===== src/rtl/axi_rd_arb_pkg.sv =====
// rtl/axi_rd_arb_pkg.sv - shared AXI constants, owner IDs and FSM encoding for the read arbiter
package axi_rd_arb_pkg;

  localparam logic [1:0] AXI_BURST_INCR = 2'b01;
  localparam logic [1:0] AXI_RESP_OKAY  = 2'b00;

  localparam int ID_IC = 0;
  localparam int ID_DC = 1;

  typedef enum logic [1:0] {
    ST_IDLE = 2'd0,
    ST_AR   = 2'd1,
    ST_R    = 2'd2
  } state_t;

endpackage


===== src/rtl/axi_rd_arb_rr_arb2.sv =====
// rtl/axi_rd_arb_rr_arb2.sv - 2-way picker (bit0 ic, bit1 dc); round-robin under AXI_RD_ARB_RR_EN, else dc priority
module axi_rd_arb_rr_arb2 (
  input  logic [1:0] req,
  input  logic       last_dc,
  output logic [1:0] gnt
);

`ifdef AXI_RD_ARB_RR_EN
  // Tie goes to whichever port did not win the previous grant.
  always_comb begin
    gnt = req;
    if (req == 2'b11) gnt = last_dc ? 2'b01 : 2'b10;
  end
`else
  logic unused_last_dc;
  assign unused_last_dc = last_dc;

  // Tie always goes to the data side to keep load-use latency low.
  always_comb begin
    gnt = req;
    if (req == 2'b11) gnt = 2'b10;
  end
`endif

endmodule


===== src/rtl/axi_rd_arb.sv =====
// rtl/axi_rd_arb.sv - single-outstanding AXI read arbiter between icache and data side (AXI_RD_ARB_RR_EN selects round-robin)
module axi_rd_arb
  import axi_rd_arb_pkg::*;
#(
  parameter int ADDR_W = 32,
  parameter int DATA_W = 32,
  parameter int ID_W   = 4,
  parameter int IC_LEN = 3
) (
  input  logic              clk,
  input  logic              reset,
  input  logic              ic_req,
  input  logic [ADDR_W-1:0] ic_addr,
  output logic              ic_ack,
  output logic              ic_rvalid,
  output logic              ic_rlast,
  output logic              ic_rerr,
  input  logic              dc_req,
  input  logic [ADDR_W-1:0] dc_addr,
  input  logic [7:0]        dc_len,
  output logic              dc_ack,
  output logic              dc_rvalid,
  output logic              dc_rlast,
  output logic              dc_rerr,
  output logic [DATA_W-1:0] rdata_o,
  output logic              arvalid,
  input  logic              arready,
  output logic [ADDR_W-1:0] araddr,
  output logic [7:0]        arlen,
  output logic [2:0]        arsize,
  output logic [1:0]        arburst,
  output logic [ID_W-1:0]   arid,
  input  logic              rvalid,
  output logic              rready,
  input  logic [DATA_W-1:0] rdata,
  input  logic [1:0]        rresp,
  input  logic              rlast,
  input  logic [ID_W-1:0]   rid
);

  state_t            state, state_nxt;
  logic [1:0]        gnt;
  logic              last_dc;
  logic              owner_dc;
  logic [ADDR_W-1:0] araddr_q;
  logic [7:0]        arlen_q;
  logic [ID_W-1:0]   arid_q;
  logic [7:0]        beat_cnt;
  logic              beat;
  logic              beat_err;
  logic [ID_W-1:0]   owner_id;

  axi_rd_arb_rr_arb2 u_arb (
    .req     ({dc_req, ic_req}),
    .last_dc (last_dc),
    .gnt     (gnt)
  );

  assign arsize   = 3'($clog2(DATA_W / 8));
  assign arburst  = AXI_BURST_INCR;
  assign araddr   = araddr_q;
  assign arlen    = arlen_q;
  assign arid     = arid_q;
  assign rdata_o  = rdata;
  assign owner_id = owner_dc ? ID_W'(ID_DC) : ID_W'(ID_IC);
  assign beat     = (state == ST_R) && rvalid;
  assign beat_err = (rresp != AXI_RESP_OKAY) || (rid != owner_id) ||
                    (rlast && (beat_cnt != arlen_q));

  assign ic_rvalid = beat && !owner_dc;
  assign ic_rlast  = ic_rvalid && rlast;
  assign ic_rerr   = ic_rvalid && beat_err;
  assign dc_rvalid = beat && owner_dc;
  assign dc_rlast  = dc_rvalid && rlast;
  assign dc_rerr   = dc_rvalid && beat_err;

  // State register; reset aborts any transaction in flight.
  always_ff @(posedge clk or posedge reset) begin
    if (reset) state <= ST_IDLE;
    else       state <= state_nxt;
  end

  // Next-state and handshake outputs; acks only ever pulse from IDLE.
  always_comb begin
    state_nxt = state;
    arvalid   = 1'b0;
    rready    = 1'b0;
    ic_ack    = 1'b0;
    dc_ack    = 1'b0;
    case (state)
      ST_IDLE: begin
        ic_ack = gnt[0];
        dc_ack = gnt[1];
        if (|gnt) state_nxt = ST_AR;
      end
      ST_AR: begin
        arvalid = 1'b1;
        if (arready) state_nxt = ST_R;
      end
      ST_R: begin
        rready = 1'b1;
        if (rvalid && rlast) state_nxt = ST_IDLE;
      end
      default: state_nxt = ST_IDLE;
    endcase
  end

  // Latch the winner's AR fields at grant and count R beats of the burst.
  always_ff @(posedge clk or posedge reset) begin
    if (reset) begin
      araddr_q <= '0;
      arlen_q  <= '0;
      arid_q   <= '0;
      owner_dc <= 1'b0;
      last_dc  <= 1'b0;
      beat_cnt <= '0;
    end else begin
      if (state == ST_IDLE && |gnt) begin
        araddr_q <= gnt[1] ? dc_addr : ic_addr;
        arlen_q  <= gnt[1] ? dc_len : 8'(IC_LEN);
        arid_q   <= gnt[1] ? ID_W'(ID_DC) : ID_W'(ID_IC);
        owner_dc <= gnt[1];
        last_dc  <= gnt[1];
      end
      if (state == ST_AR && arready) beat_cnt <= '0;
      else if (beat)                 beat_cnt <= beat_cnt + 8'd1;
    end
  end

endmodule


===== config.mk =====
export PLATFORM = sky130hd
export DESIGN_NAME = axi_rd_arb
export DESIGN_NICKNAME = d
export VERILOG_FILES = /design/src/rtl/axi_rd_arb_pkg.sv /design/src/rtl/axi_rd_arb_rr_arb2.sv /design/src/rtl/axi_rd_arb.sv
export SDC_FILE = /design/constraint.sdc
export NUM_CORES = 1
export LEC_CHECK = 0
export BUFFER_PORTS_ARGS = -buffer_cell sky130_fd_sc_hd__buf_2
export CORE_ASPECT_RATIO = 0.6
export CORE_MARGIN = 2
export CORE_UTILIZATION = 45
export CTS_BUF_LIST = sky130_fd_sc_hd__clkbuf_4 sky130_fd_sc_hd__clkbuf_8
export CTS_CLUSTER_DIAMETER = 120
export DETAILED_ROUTE_END_ITERATION = 10
export PLACE_DENSITY_LB_ADDON = 0.12
export SLEW_MARGIN = 25
export SYNTH_ARGS = -nofsm -noshare
export SYNTH_HDL_FRONTEND = slang
export SYNTH_HIERARCHICAL = 1
export SYNTH_SLANG_ARGS = --single-unit

===== constraint.sdc =====
create_clock -name clk -period 3.7 [get_ports clk]
set_clock_uncertainty 0.15 [all_clocks]
set_input_delay 0.37 -clock clk [delete_from_list [all_inputs] [get_ports clk]]
set_output_delay 0.37 -clock clk [all_outputs]
set_load 0.02 [all_outputs]

# After elaboration in Yosys (flattened, before gate mapping)
# Index checks and enable logic that the tools add are counted.
[classes]
add_sub_neg = 1
n_eq_ne = 8
n_reduce_logical = 19
muxes = 15
[ops]
columns = ["cell", "count"]
rows = [
  ["$mux W32", 1],
  ["$mux W8", 3],
  ["$logic_and A1 B1 Y1", 11],
  ["$add A8 B1 Y8 const B", 1],
  ["$mux W2", 4],
  ["$ne A8 B8 Y1", 1],
  ["$mux W1", 6],
  ["$pmux W2 S3", 1],
  ["$eq A2 B2 Y1 const B", 2],
  ["$ne A2 B2 Y1 const B", 2],
  ["$ne A4 B1 Y1", 1],
  ["$reduce_bool A2 Y1", 2],
  ["$reduce_and A3 Y1", 1],
  ["$eq A2 B1 Y1 const B", 1],
  ["$logic_not A2 Y1", 1],
  ["$logic_or A1 B1 Y1", 2],
  ["$ne A2 B1 Y1 const B", 1],
  ["$reduce_or A2 Y1", 1],
  ["$logic_not A1 Y1", 1],
]
[word_totals]
inputBits = 117
regBits = 55
wordCells = 49

# Depth between registers and ports, before layout
[logic_depth]
ltp_word = 5
depth_mapped = 8

# Hierarchy
# Netlist, hierarchy kept.
[by_module_without_submodules]
columns = ["mod", "n_inst", "area_each_um2", "cells_per_inst", "seq_area_each_um2"]
rows = [
  ["axi_rd_arb", 1, 2776.4, 277, 1276.2],
  ["axi_rd_arb_rr_arb2", 1, 10.0, 2, 0.0],
]

# Worst setup path after synthesis
# No wires, ideal clock.
[synth_timing]
path_kind = "reg2out"
startpoint = "register state[0]"
endpoint = "output ic_rerr"
t_arrival_ps = 1619
required_ps = 3180
stages_incl_launch_ff = 4
setup_slack_ps = 1561
n_path_buf = 0
path_cell_list = "dfrtp_1 -> nand3b_2 -> nor2_1 -> a21boi_0"
[synth_via]
elab_chain_cells = 4
[synth_lines]
columns = ["element", "line", "source"]
rows = [
  ["from (decl)", "axi_rd_arb.sv:41", "state_t state, state_nxt;"],
  ["from (signal assigned)", "axi_rd_arb.sv:80", "else state <= state_nxt;"],
  ["$eq A2 B2 Y1", "axi_rd_arb.sv:66", "assign beat = (state == ST_R) && rvalid;"],
  ["$logic_and A1 B1 Y1", "axi_rd_arb.sv:66", ""],
  ["$logic_and A1 B1 Y1", "axi_rd_arb.sv:70", "assign ic_rvalid = beat && !owner_dc;"],
  ["named net ic_rvalid", "axi_rd_arb.sv:15", "output logic ic_rvalid,"],
  ["$logic_and A1 B1 Y1", "axi_rd_arb.sv:72", "assign ic_rerr = ic_rvalid && beat_err;"],
  ["to (decl)", "axi_rd_arb.sv:17", "output logic ic_rerr,"],
]
# The timed path passes the listed nets, and every way through them passes these cells.

# Worst setup path after layout
[layout_timing]
startpoint = "input dc_req"
endpoint = "register araddr_q[11] (netlist: araddr[11])"
[layout_via]
elab_chain_cells = 4
[layout_lines]
columns = ["element", "line", "source"]
rows = [
  ["from (decl)", "axi_rd_arb.sv:18", "input logic dc_req,"],
  ["$eq A2 B2 Y1", "axi_rd_arb_rr_arb2.sv:21", "if (req == 2'b11) gnt = 2'b10;"],
  ["$mux W2", "axi_rd_arb_rr_arb2.sv:21", ""],
  ["named net gnt[0]", "axi_rd_arb.sv:42", "logic [1:0] gnt;"],
  ["$reduce_or A2 Y1", "axi_rd_arb.sv:118", "if (state == ST_IDLE && |gnt) begin"],
  ["$logic_and A1 B1 Y1", "axi_rd_arb.sv:118", ""],
  ["to (signal assigned)", "axi_rd_arb.sv:119", "araddr_q <= gnt[1] ? dc_addr : ic_addr;"],
  ["to (decl)", "axi_rd_arb.sv:45", "logic [ADDR_W-1:0] araddr_q;"],
]
# The timed path passes the listed nets, and every way through them passes these cells.
# A chain may end at the register's enable or synchronous reset.

==> metrics.cfg <==
[critical_path]
r2r-start=state[0]
critPathSlowestCell=buf_2
crit_path_max_fanout=71
slowest_delay_ns=0.71
regToRegSetupSlack_ns=1.75
cp-startpoint=dc_req
r2r_cells=5
path_cells=buf_2, nor2b_1, nor3b_4, nor2_8, o21ai_0
cp.depth=5
cp_top_family=simple AND/OR/NAND/NOR gates
start_kind=input pin
r2r_end=araddr[11]
crit_type=in2reg
crit_buf_inv=1
cp.required_ns=3.69
cp.arrival_ns=2.24
cp-endpoint=araddr[11]
worst_setup_path_end_kind=flip-flop

[finish]
area_growth_pct=18.8
diodes=0
fin_nets=490
utilization_pct=54.6
mostFrequentLayoutCell=buf_2
fillCellCount=584
drive_gt1_share_pct=39.8
mostFrequentLayoutCells=135 x buf_2, 51 x dfrtp_1, 37 x nand2_1

[pwr]
max-vdd-ir-drop_uv=325
seq_power_share_pct=38.8
clkPwrFrac_pct=15.2
p_per_area_nw_per_um2=747
switching_share_pct=42.8
cell_internal_pwr_w=0.00141
p_leak_nw=1.79
switching_power_w=0.00106
pwr-share-comb_pct=46.0

[drt]
wl_per_cell_um=13.3
vias=2127
vias_per_cell=4.66
drc=0
routed_wl_um=6080
ant_nets=0
drtIter0Drc=51
dr.pass1.iters=4

[synth]
syn_inst=279
synth_area_leader_cell=dfrtp_1
ys_ff_latch=51
yosysSeqAreaShare_pct=45.8
syn_avg_cell_area_um2=9.99
yosysWarnings=6
synth_top_area_share_pct=45.8
ys.flop_type=dfrtp_1
syn_area_um2=2790
async_reset_ff_share_pct=100
synthTopCellsByArea=dfrtp_1 46%, buf_4 12%, mux2i_1 11%
synthDistinctLibCells=36
synth_edf_count=0

[sta]
hold_violations=0
fin_crit_ns=2.25
tightest_slew_ns=0.981
post-route-period-util_pct=60.8
setup_ws_ns=1.45
relSlewSlack_pct=34.6
rsz0062_at_grt=no
drv_slew=0
setup_tns_ns=0
setup_viol_count_final=0
fmax_mhz=445

[grt]
grt_pass1_vias=1912
track_usage_pct=17.2
antenna_found_initial=0
grt_max_degree=72
grt_pass1_wl_um=9360
overflow=0

[hold_path]
hp-class=in2async

[clock_tree]
ctsLongestPathBuffers=2
path_clk_slew_ns=0.09
numCtsBuffers=5
cts.sinks=51
worstSkewPairLatency_ns=0.28
h-tree-depth=2
root_buffer=clkbuf_8
cts_tree=built
cts_hold_buffers=0
cts_resized=0
post_cts_buffers=0

[floorplan]
die_area_um2=6860
io_pins=208
initial_core_util_pct=46.0
dieHeight_um=65.0
die-width_um=106
core_area_um2=6060
rows=22

[job]
drv_cap=0

[run_status]
status=finished, final reports clean

[place]
place_hpwl_um=4630
gp_congestion=0.752
dp_slack_ns=1.07
portBuffers=135

-- logic make-up (layout without fill, tap and decap cells) --
group                    Yosys count  count (layout)  share of synthesized area [%]
AO/OA/AOI/OAI                     49              49                           10.2
XOR/XNOR                          14              14                           4.40
adder cells (fa/ha/maj)            1               1                          0.449
buffers and inverters             59             146                           14.6
flip-flops                        51              51                           45.8
multiplexers                      32              32                           11.5
other                              2               8                          0.270
AND/OR/NAND/NOR                   71              71                           12.8
-- layout make-up --
cell class,count,area [um2],area share (%)
Sequential cell,51,1280,38.6
Clock buffer,6,76.3,2.31
Clock inverter,1,30.0,0.907
Timing Repair Buffer,135,676,20.4
Multi-Input combinational cell,175,1130,34.0
Inverter,4,20.0,0.605
Tap cell,84,105,3.18
-- synthesized netlist by cell type, drive strengths merged (2+ instances only) --
master  number
inv          4
o21ai       36
o22a         2
nor2        11
xor2         3
dfrtp       51
nand4        5
nor3         3
a21oi        2
and3         3
mux2i       32
xnor2       11
nor2b        2
conb         2
a22o         6
nand2       38
buf         54
-- worst register-to-register path, cell delays in order, from the launching register on --
cell and delay, ns:
dfrtp_1 0.47, nor2_1 0.09, nand2_2 0.13, inv_4 0.10, nor2_8 0.62, o21ai_0 0.23
-- how the worst min path moves through the flow --
| stage | start | to | slack, ns | cells past startpoint |
|---|---|---|---|---|
| floorplan | arready | state[0] | 0.33 | 1 |
| global placement | araddr[29] | araddr[29] | 0.31 | 2 |
| detailed placement | araddr[12] | araddr[12] | 0.31 | 2 |
| CTS | reset | beat_cnt[5] | 0.03 | 2 |
| global route | reset | araddr[31] | 0.06 | 2 |
| finish | reset | araddr[12] | 0.01 | 2 |
-- per-layer routing --
metal,share of wire (%),GRT usage [%],vias to the layer above
met1,49,24.2,942
met2,42,26.6,100
met4,0.38,2.63,0
li1,-,-,1081
met5,0,0,-
met3,8.9,5.43,4
-- metrics by stage --
stage	cells	instance area (um2)	power (W)	hold WS [ns]
2_1_floorplan	285	2810	0.00182	0.328
3_3_place_gp	449	3200	0.00210	0.307
3_5_place_dp	449	3200	0.00212	0.315
4_1_cts	456	3310	0.00250	0.0349
5_1_grt	456	3310	0.00266	0.0570
6_report	456	3310	0.00247	0.0149
-- flip-flops by register name, summed over array words and instances (netlist names) --
register and cells:
araddr 32, arlen 8, beat_cnt 8, state 2
owner_dc 1
-- power groups by stage --
stage | combinational [W] | sequential, W | clock, W
after floorplan | 0.000593 | 0.00122 | 0
after global placement | 0.00113 | 0.000971 | 0
after detailed placement | 0.00115 | 0.000970 | 0
after CTS | 0.00115 | 0.000962 | 0.000389
after global routing | 0.00125 | 0.000998 | 0.000414
final | 0.00114 | 0.000958 | 0.000376
(Power assumes the default switching activity.)
